`config.mk`:
```
export PLATFORM = sky130hd
export DESIGN_NAME = time_keeper
export DESIGN_NICKNAME = d
export VERILOG_FILES = /design/src/rtl/time_keeper.sv
export SDC_FILE = /design/constraint.sdc
export NUM_CORES = 1
export LEC_CHECK = 0
export ABC_CLOCK_PERIOD_IN_PS = 3060
export BUFFER_PORTS_ARGS = -buffer_cell sky130_fd_sc_hd__buf_2
export CORE_ASPECT_RATIO = 1.2
export CORE_MARGIN = 3
export CORE_UTILIZATION = 46
export CTS_BUF_LIST = sky130_fd_sc_hd__clkbuf_4 sky130_fd_sc_hd__clkbuf_8 sky130_fd_sc_hd__clkbuf_16
export DETAILED_ROUTE_END_ITERATION = 8
export PLACE_DENSITY = 0.73
export SLEW_MARGIN = 0
export SYNTH_ARGS = -nofsm -noshare
export SYNTH_HDL_FRONTEND = slang
export SYNTH_SLANG_ARGS = --single-unit
```
`constraint.sdc`:
```
create_clock -name clk -period 3.06 [get_ports clk]
set_input_delay 0.918 -clock clk [delete_from_list [all_inputs] [get_ports clk]]
set_output_delay 0.918 -clock clk [all_outputs]
set_load 0.02 [all_outputs]
```
`src/rtl/time_keeper.sv`:
```
// time_keeper: hh:mm:ss time-of-day counter with set mode, parallel load and alarm/ring logic
// Advances once per synchronized rising edge of sec_clk_i; all outputs are registered.
// Optional snooze support is compiled in with `define TIME_KEEPER_SNOOZE_EN.
// Ports:
//   clk, reset                 system clock, asynchronous active-high reset
//   sec_clk_i                  1 Hz square wave from the divider (asynchronous phase)
//   set_en_i, inc_min_i/hour_i adjust mode and +1 minute / +1 hour pulses
//   load_i, load_hh_i/mm_i     parallel load of hh:mm:00 (ignored when out of range)
//   alarm_hh_i/mm_i, alarm_arm_i, alarm_ack_i, snooze_i   alarm control
//   hh_o, mm_o, ss_o           current time, binary
//   sec_pulse_o                one-cycle pulse per applied second
//   alarm_ring_o               alarm sounding level
module time_keeper #(
  parameter int HOUR_MAX   = 24,
  parameter int SNOOZE_MIN = 5
) (
  input  logic       clk,
  input  logic       reset,
  input  logic       sec_clk_i,
  input  logic       set_en_i,
  input  logic       inc_min_i,
  input  logic       inc_hour_i,
  input  logic       load_i,
  input  logic [4:0] load_hh_i,
  input  logic [5:0] load_mm_i,
  input  logic [4:0] alarm_hh_i,
  input  logic [5:0] alarm_mm_i,
  input  logic       alarm_arm_i,
  input  logic       alarm_ack_i,
  input  logic       snooze_i,
  output logic [4:0] hh_o,
  output logic [5:0] mm_o,
  output logic [5:0] ss_o,
  output logic       sec_pulse_o,
  output logic       alarm_ring_o
);
  localparam logic [4:0] H_LAST = 5'(HOUR_MAX - 1);
  logic [2:0] sync_q;
  logic [4:0] hh_q, hh_d;
  logic [5:0] mm_q, mm_d, ss_q, ss_d;
  logic       pulse_q, ring_q, ring_d;
  logic       tick, ld_ok, adj, apply, ss_wrap, mm_wrap, hh_wrap, match;
  // sync_q[0..2] are s1..s3; tick marks the synchronized rising edge
  assign tick    = sync_q[1] & ~sync_q[2];
  assign ld_ok   = load_i && load_hh_i <= H_LAST && load_mm_i < 6'd60;
  assign adj     = set_en_i && !load_i && (inc_min_i || inc_hour_i);
  assign apply   = tick && !set_en_i && !load_i;
  assign ss_wrap = ss_q == 6'd59;
  assign mm_wrap = mm_q == 6'd59;
  assign hh_wrap = hh_q == H_LAST;
  always_comb begin
    hh_d = hh_q;
    mm_d = mm_q;
    ss_d = ss_q;
    if (ld_ok) begin
      hh_d = load_hh_i;
      mm_d = load_mm_i;
      ss_d = '0;
    end else if (adj) begin
      mm_d = !inc_min_i ? mm_q : mm_wrap ? '0 : mm_q + 6'd1;
      hh_d = !inc_hour_i ? hh_q : hh_wrap ? '0 : hh_q + 5'd1;
      ss_d = '0;
    end else if (apply) begin
      ss_d = ss_wrap ? '0 : ss_q + 6'd1;
      mm_d = !ss_wrap ? mm_q : mm_wrap ? '0 : mm_q + 6'd1;
      hh_d = !(ss_wrap && mm_wrap) ? hh_q : hh_wrap ? '0 : hh_q + 5'd1;
    end
  end
  // only a real second advance can hit the alarm minute, never a load or inc
  assign match = apply && ss_d == '0 && hh_d == alarm_hh_i && mm_d == alarm_mm_i && alarm_arm_i;
`ifdef TIME_KEEPER_SNOOZE_EN
  logic       sn_act_q, sn_act_d, sn_take, sn_hit;
  logic [4:0] sn_hh_q, sn_hh_d;
  logic [5:0] sn_mm_q, sn_mm_d;
  logic [6:0] sn_sum;
  assign sn_sum  = {1'b0, mm_q} + 7'(SNOOZE_MIN);
  assign sn_take = snooze_i && ring_q;
  assign sn_hit  = apply && sn_act_q && alarm_arm_i && ss_d == '0 && hh_d == sn_hh_q && mm_d == sn_mm_q;
  always_comb begin
    sn_act_d = (alarm_ack_i || !alarm_arm_i || load_i) ? 1'b0 : sn_take ? 1'b1 : sn_hit ? 1'b0 : sn_act_q;
    sn_mm_d  = !sn_take ? sn_mm_q : sn_sum >= 7'd60 ? 6'(sn_sum - 7'd60) : sn_sum[5:0];
    sn_hh_d  = !sn_take ? sn_hh_q : sn_sum < 7'd60 ? hh_q : hh_wrap ? '0 : hh_q + 5'd1;
    // a new match outranks any clear request in the same cycle
    ring_d   = (match || sn_hit) ? 1'b1 : (sn_take || alarm_ack_i || !alarm_arm_i) ? 1'b0 : ring_q;
  end
  always_ff @(posedge clk or posedge reset) begin
    if (reset) begin
      sn_act_q <= 1'b0;
      sn_hh_q  <= '0;
      sn_mm_q  <= '0;
    end else begin
      sn_act_q <= sn_act_d;
      sn_hh_q  <= sn_hh_d;
      sn_mm_q  <= sn_mm_d;
    end
  end
`else
  logic unused_snooze;
  assign unused_snooze = snooze_i | (SNOOZE_MIN == 0);
  // a new match outranks ack in the same cycle
  assign ring_d = match ? 1'b1 : (alarm_ack_i || !alarm_arm_i) ? 1'b0 : ring_q;
`endif
  always_ff @(posedge clk or posedge reset) begin
    if (reset) begin
      sync_q  <= '0;
      hh_q    <= '0;
      mm_q    <= '0;
      ss_q    <= '0;
      pulse_q <= 1'b0;
      ring_q  <= 1'b0;
    end else begin
      sync_q  <= {sync_q[1:0], sec_clk_i};
      hh_q    <= hh_d;
      mm_q    <= mm_d;
      ss_q    <= ss_d;
      pulse_q <= apply;
      ring_q  <= ring_d;
    end
  end
  assign hh_o         = hh_q;
  assign mm_o         = mm_q;
  assign ss_o         = ss_q;
  assign sec_pulse_o  = pulse_q;
  assign alarm_ring_o = ring_q;
endmodule

```
==> impl_results.rst, run 1 <==
.. list-table::
   :header-rows: 1

   * - Metric
     - Value
   * - Post-Syn Area
     - 0.00159 mm²
   * - Clock Skew
     - 11.7 ps
   * - Worst hold-check path type
     - reg -> reg
   * - Gr ovfl total
     - 0
   * - Simple logic cell fraction of the synthesized area
     - 26.8%
   * - Hold buffer count at CTS
     - 0
   * - Via count of the first global-routing pass
     - 1630
   * - Warning count from the yosys run
     - 0
   * - Yosys cell types
     - 56
   * - Number of buffers on the longest clock path
     - 2
   * - Final Critical Period
     - 2930 ps
   * - CP Data Arrival Time
     - 3190 ps
   * - Leak
     - 0.00102 µW
   * - Crit-path cells
     - buf_2 -> or4b_4 -> inv_4 -> nand4_1 -> mux2i_1 -> o22ai_1 -> or4_4 -> a2111oi_4 -> nand4_1 -> o21ai_1
   * - Max stage delay cell, worst path
     - or4b_4
   * - CP most frequent cell
     - nand4_1
   * - Post-detailed-route wirelength per cell
     - 14.5 µm
   * - Maximum net fanout on the critical path
     - 4
   * - Type of the setup path with the least slack
     - in -> reg
   * - Post-Syn Instances
     - 184
   * - Library cell occupying the most area in the post-synthesis netlist
     - dfrtp_1
   * - H-tree depth reported by CTS
     - 1
   * - Signed area change from the synthesized netlist to the final layout
     - 31.2%
   * - Final setup fails
     - 0
   * - Synth async-reset ratio
     - 100%
   * - Run status
     - finished clean
   * - Slew Viols, Final
     - 0
   * - Global-route wire length before repair
     - 7110 µm
   * - Top cells by area in the synthesized netlist
     - dfrtp_1, nand2_1, a21oi_1, xor2_1, nor2_1
   * - TritonRoute pass-1 iters
     - 4
   * - Detailed-route vias per instance
     - 5.74
   * - Fillers
     - a little under 300
   * - Diodes inserted
     - 0
   * - CTS tree
     - built
   * - Primary FF master, synth
     - dfrtp_1
   * - Sum of negative setup slack
     - 0 ps
   * - Number of nets still failing antenna checks after routing
     - 0
   * - Ports
     - 51
   * - Detailed-route via count
     - 1670
   * - Critical Path Source Type
     - input pin
   * - CTS root buf
     - clkbuf_4
   * - Portion of the post-synthesis area used by sequential elements
     - about 35%
   * - DP Wirelength
     - roughly 3300 µm
   * - Final design utilization
     - 65.3%
   * - Highest Clock Rate
     - 341 MHz
   * - Maximum number of pins on one net before global-route repair
     - 23
   * - Post-cts repair resize count
     - 0
   * - Maximum VDD drop
     - 290 µV
   * - Final routed wirelength across all metal layers
     - between 4000 and 5000 µm
   * - Synthesized-area fraction occupied by ao, oa, aoi and oai cells
     - 23.7%
   * - Dominant cell by count in the synthesized netlist
     - nand2_1
   * - Layout cells sized above 1
     - around a third
   * - Type of destination of the critical path
     - flip-flop
   * - Height of the chip
     - 70.4 µm
   * - Setup bufs post-CTS
     - 0
   * - Routability cong.
     - 0.914
   * - Total power of the final layout
     - 857 µW
   * - Number of enable-type register cells in the synthesized netlist
     - 0
   * - Final Cycle Share
     - 95.8%
   * - Layout net count
     - 291
   * - DRT iter0 DRCs
     - 110
   * - Clock edge transition at the registers on the reported setup and hold paths
     - ~140 ps
   * - Post-synthesis share of cell area spent on full adders, half adders and majority gates
     - between 2 and 2.5%
   * - Mapped Avg Cell Area
     - between 8 and 9 µm²
   * - TritonCTS Buffers
     - 3
   * - Total number of clock tree sinks
     - 22
   * - Total of max-cap violations
     - 0
   * - Chip Width
     - between 50 and 60 µm
   * - CORE AREA
     - 0.00319 mm²
   * - Maximum cell stage delay along the critical path
     - 590 ps
   * - FP Rows
     - 22
   * - Required time at the endpoint of the critical path
     - 3320 ps
   * - Relative slew margins
     - a little under half
   * - Number of remaining DRC errors
     - 0
   * - Dominant combinational cell family by area after synthesis
     - simple AND/OR/NAND/NOR gates
   * - Clock latency of the later-clocked register in the worst-skew pair
     - 310 ps
   * - Mux share of post-synthesis cell area
     - 3.86%
   * - Total GRT Usage
     - 21.0%
   * - Xor and xnor area share after synthesis
     - 5.51%
   * - Commonest cells in the netlist
     - nand2_1, dfrtp_1, nor2_1, a21oi_1, o21ai_0
   * - Synth top area share
     - 34.6%
   * - Syn_nets
     - 219
   * - Final hold violations
     - 0
   * - Die ar.
     - 0.00420 mm²
   * - Worst Tran Pin Value
     - 817 ps
   * - Register bit total from synthesis
     - 22
   * - Pwr/cell area
     - 411 mW/mm²
   * - Starting utilization of the core area
     - 49.8%
   * - Antenna violations before repair
     - 0
   * - Setup repair after global routing missed its margin
     - false
   * - Number of buffer cells added on primary ports
     - 49
## cells in the final DEF (no fill, tap or decap), types with 2 or more instances in the layout
master | netlist | final
nand3b_1 | 2 | 2
nor3_1 | 6 | 6
nor3b_1 | 2 | 2
xnor2_1 | 3 | 3
xor2_1 | 7 | 7
o211ai_1 | 3 | 3
mux2i_1 | 5 | 5
nand4_1 | 7 | 7
buf_2 | 1 | 49
ha_1 | 3 | 3
a31oi_1 | 2 | 2
a21oi_1 | 14 | 14
nand2_1 | 23 | 23
o21ai_0 | 8 | 8
clkbuf_4 | 0 | 3
nand2b_1 | 2 | 2
and3_1 | 2 | 2
and2_1 | 3 | 3
o41ai_1 | 2 | 2
nand3_1 | 6 | 6
dfrtp_1 | 22 | 22
nor2b_1 | 3 | 3
a211oi_1 | 2 | 2
inv_1 | 6 | 6
buf_4 | 0 | 22
or3_1 | 2 | 2
nor2_1 | 16 | 16
## layout make-up
type | count | area [µm²] | area share, %
clock buffer | 3 | 22.5 | 1.08
tap | 36 | 45.0 | 2.16
inverter | 7 | 28.8 | 1.38
sequential | 22 | 551 | 26.4
clock inverter | 1 | 30.0 | 1.44
timing repair buffer | 71 | 410 | 19.7
multi-input combinational | 151 | 997 | 47.8
## state kept, by name (all words and copies together) (netlist names)
signal,count
sec_pulse_o,1
ss_o,6
sync_q,3
alarm_ring_o,1
mm_o,6
hh_o,5
## critical path: cells and delay by family
kind / cells / cell delay, ps
buf+inv: 2 / 200
compound gates: 3 / 430
simple gates: 4 / 1450
mux: 1 / 190
## stage by stage
stage               worst slack, ps  instances  instance area [µm²]  hold slack (ps)
floorplan                     -50.8        184                 1590              331
global placement               -196        287                 2020              336
detailed placement             -234        287                 2020              344
CTS                            97.9        291                 2080              377
global route                   10.1        291                 2080              387
finish                          127        291                 2080              374
## report_power, final
| group | internal [µW] | leakage, µW | switching [µW] |
|---|---|---|---|
| Sequential | 316 | 0.000273 | 37.6 |
| Clock | 132 | 0.0000279 | 94.9 |
| Combinational | 119 | 0.000722 | 157 |
| Total | 567 | 0.00102 | 290 |
## logic make-up after synthesis
group / Yosys count
AO/OA/AOI/OAI: 50
XOR/XNOR: 10
adder cells (fa/ha/maj): 3
AND/OR/NAND/NOR: 82
buffers and inverters: 11
flip-flops: 22
multiplexers: 6
## routing by layer
layer	share of wire (%)	GRT usage (%)	up-vias
met3	5.4	2.22	6
met2	50	34.3	62
met4	1.3	7.64	0
met5	0	0	-
li1	-	-	828
met1	43	28.0	774
## worst paths after layout
path / cells after the start / end / from / slack [ps]
setup reg to reg: 8 / alarm_ring_o$_DFFE_PP0P_ / ss_o[0]$_DFF_PP0_ / 440
hold reg to reg: 0 / sync_q[1]$_DFF_PP0_ / sync_q[0]$_DFF_PP0_ / 370
max in group asynchronous: 2 / mm_o[5]$_DFF_PP0_ / reset / 1810
hold / removal: 0 / sync_q[1]$_DFF_PP0_ / sync_q[0]$_DFF_PP0_ / 370
setup / recovery: 10 / alarm_ring_o$_DFFE_PP0P_ / load_i / 130
min in group asynchronous: 2 / ss_o[0]$_DFF_PP0_ / reset / 730
Power figures use the tool's default switching activity.
==> run 2, diff against run 1 <==
--- a/config.mk
+++ b/config.mk
@@ -11,8 +11,10 @@
 export CORE_MARGIN = 3
 export CORE_UTILIZATION = 46
 export CTS_BUF_LIST = sky130_fd_sc_hd__clkbuf_4 sky130_fd_sc_hd__clkbuf_8 sky130_fd_sc_hd__clkbuf_16
+export CTS_CLUSTER_DIAMETER = 150
 export DETAILED_ROUTE_END_ITERATION = 8
 export PLACE_DENSITY = 0.73
+export SETUP_SLACK_MARGIN = 0.5
 export SLEW_MARGIN = 0
 export SYNTH_ARGS = -nofsm -noshare
 export SYNTH_HDL_FRONTEND = slang
==> run 2 against run 1 <==
Effect of this change:
- combinational power up 7%
- final area rose by 4.4%
- routed wire length grew 3.8%
- first-iteration DRC count decreased by 46%
- largest cell class unchanged
==> impl_results.rst, run 2 (synthesis results as in run 1) <==
.. list-table::
   :header-rows: 1

   * - Metric
     - Value
   * - Run status
     - finished clean
   * - Final routed wirelength across all metal layers
     - 4380 µm (+3.8%)
   * - Required time at the endpoint of the critical path
     - 3340 ps (+20 ps)
   * - Final hold violations
     - 0 (unchanged)
   * - DRT iter0 DRCs
     - 59 (-46%)
   * - H-tree depth reported by CTS
     - 1 (unchanged)
   * - Chip Width
     - 59.7 µm (unchanged)
   * - Number of buffer cells added on primary ports
     - 49 (unchanged)
   * - DP Wirelength
     - 3440 µm (+3.1%)
   * - Detailed-route vias per instance
     - 5.84 (+1.7%)
   * - FP Rows
     - 22 (unchanged)
   * - Total power of the final layout
     - 886 µW (+3.3%)
   * - Maximum VDD drop
     - 325 µV (+12%)
   * - Diodes inserted
     - 0 (unchanged)
   * - CP Data Arrival Time
     - 3140 ps (-50 ps)
   * - Signed area change from the synthesized netlist to the final layout
     - 36.9%
   * - Maximum net fanout on the critical path
     - 7 (+3)
   * - Slew Viols, Final
     - 0 (unchanged)
   * - Worst Tran Pin Value
     - 846 ps (+29.1 ps)
   * - Maximum number of pins on one net before global-route repair
     - 23 (unchanged)
   * - Height of the chip
     - 70.4 µm (unchanged)
   * - Fillers
     - 275 (-6.1%)
   * - Worst hold-check path type
     - reg -> reg
   * - Antenna violations before repair
     - 0 (unchanged)
   * - Endpoint, Worst Hold
     - sync_q[1]$_DFF_PP0_
   * - Gr ovfl total
     - 0 (unchanged)
   * - FF-to-FF End
     - alarm_ring_o$_DFFE_PP0P_
   * - Number of nets still failing antenna checks after routing
     - 0 (unchanged)
   * - Startpoint of the lowest-slack register-to-register path
     - ss_o[0]$_DFF_PP0_
   * - CORE AREA
     - 0.00319 mm² (unchanged)
   * - TritonCTS Buffers
     - 3 (unchanged)
   * - Critical hold path startpoint
     - sync_q[0]$_DFF_PP0_
   * - Global-route wire length before repair
     - 7050 µm (-0.87%)
   * - Routability cong.
     - 0.889 (-2.8%)
   * - Starting utilization of the core area
     - 49.8% (unchanged)
   * - Register-to-Register Setup Slack
     - 430 ps (about the same)
   * - CTS root buf
     - clkbuf_4
   * - Layout net count
     - 297 (+2.1%)
   * - Leak
     - 0.00107 µW (+4.3%)
   * - Detailed-route via count
     - 1734 (+3.8%)
   * - Ports
     - 51 (unchanged)
   * - Final Critical Period
     - 2870 ps (-64.9 ps)
   * - Total of max-cap violations
     - 0 (unchanged)
   * - Highest Clock Rate
     - 349 MHz (+2.3%)
   * - Number of remaining DRC errors
     - 0 (unchanged)
   * - Instance count along the most critical hold path
     - 0 (unchanged)
   * - Pwr/cell area
     - 407 mW/mm² (-1.0%)
   * - Layout cells sized above 1
     - 36.8% (+2.7 points)
   * - Length in cells of the worst reg-to-reg path
     - 9 (+1)
   * - Clock Skew
     - 12.7 ps (+1.09 ps)
   * - Clock latency of the later-clocked register in the worst-skew pair
     - 330 ps (+20 ps)
   * - Total GRT Usage
     - 21.4% (+0.35 points)
   * - Post-placement worst setup slack
     - -213 ps (+21.1 ps)
   * - Relative slew margins
     - 43.5% (-1.9 points)
   * - Critical Path Source Type
     - input pin
   * - Type of destination of the critical path
     - flip-flop
   * - Commonest cells after routing, fill and taps aside
     - buf_2, buf_4, nand2_1
   * - CTS tree
     - built
   * - Via count of the first global-routing pass
     - 1568 (-3.8%)
   * - Number of buffers on the longest clock path
     - 2 (unchanged)
   * - Post-detailed-route wirelength per cell
     - 14.7 µm (+1.7%)
   * - Clock edge transition at the registers on the reported setup and hold paths
     - 140 ps (about the same)
   * - Final Cycle Share
     - 93.7% (-2.1 points)
   * - TritonRoute pass-1 iters
     - 4 (unchanged)
   * - Most common library cell in the layout ignoring fill and taps
     - buf_2
   * - Die ar.
     - 0.00420 mm² (unchanged)
   * - Setup repair after global routing missed its margin
     - true
   * - Total number of clock tree sinks
     - 22 (unchanged)
   * - Type of the setup path with the least slack
     - in -> reg
   * - Final setup fails
     - 0 (unchanged)
   * - Final critical-path setup slack
     - 192 ps (+64.9 ps)
==> run 2: per-stage QoR <==
stage                     util [%]  std cells  cell area, µm²  setup TNS [ps]  hold WS [ps]
final                         68.1        297            2180               0           384
after global routing          68.1        297            2180               0           388
after CTS                     67.4        296            2150               0           390
after detailed placement      64.5        289            2060            -213           358
after global placement        64.5        289            2060            -184           332
after floorplan                  -        184            1610           -50.8           331
==> run 2: power breakdown <==
group	switching [µW]	internal, µW
combinational	165	130
sequential	41.6	316
clock	99.9	133
total	307	579
==> run 2: critical path, cell delays in order <==
cell and delay [ps]:
buf_2 100, or4b_4 590, o31a_4 340, nand2_2 90, a211oi_1 70, or4_4 550, a2111oi_4 190, nand4_1 140
o21ai_1 140
==> run 2: layer usage <==
layer,part of all wire [%],vias to the layer above,global-route usage (%)
li1,-,844,-
met1,42,814,27.3
met2,50,65,35.6
met3,5.5,11,2.22
met4,2.4,0,8.62
met5,0,-,0
==> run 2: worst max path at each step <==
stage / to / slack [ps] / from / depth (start not counted)
final: alarm_ring_o$_DFFE_PP0P_ / 190 / set_en_i / 9
after global placement: alarm_ring_o$_DFFE_PP0P_ / -180 / load_i / 10
after CTS: alarm_ring_o$_DFFE_PP0P_ / 200 / set_en_i / 8
after global routing: alarm_ring_o$_DFFE_PP0P_ / 90 / set_en_i / 9
after floorplan: alarm_ring_o$_DFFE_PP0P_ / -50 / load_i / 10
after detailed placement: alarm_ring_o$_DFFE_PP0P_ / -210 / load_i / 10
==> run 2: cell type report <==
class	instances	area [µm²]	share of cell area, %
multi-input cells	151	1040	48.0
flip-flops and latches	22	551	25.3
clock buffers	3	22.5	1.04
well taps	36	45.0	2.07
inverters	7	28.8	1.32
clock inverters	1	30.0	1.38
repair buffers	77	455	20.9
==> run 2: repair_timing <==
action                                  4_1_cts  5_1_grt
resized for setup                             4        2
hold endpoints to repair                      0        0
hold buffers                                  0        0
endpoints found under the setup margin        3        3
buffers inserted                              3        1
pin swaps                                     3        2
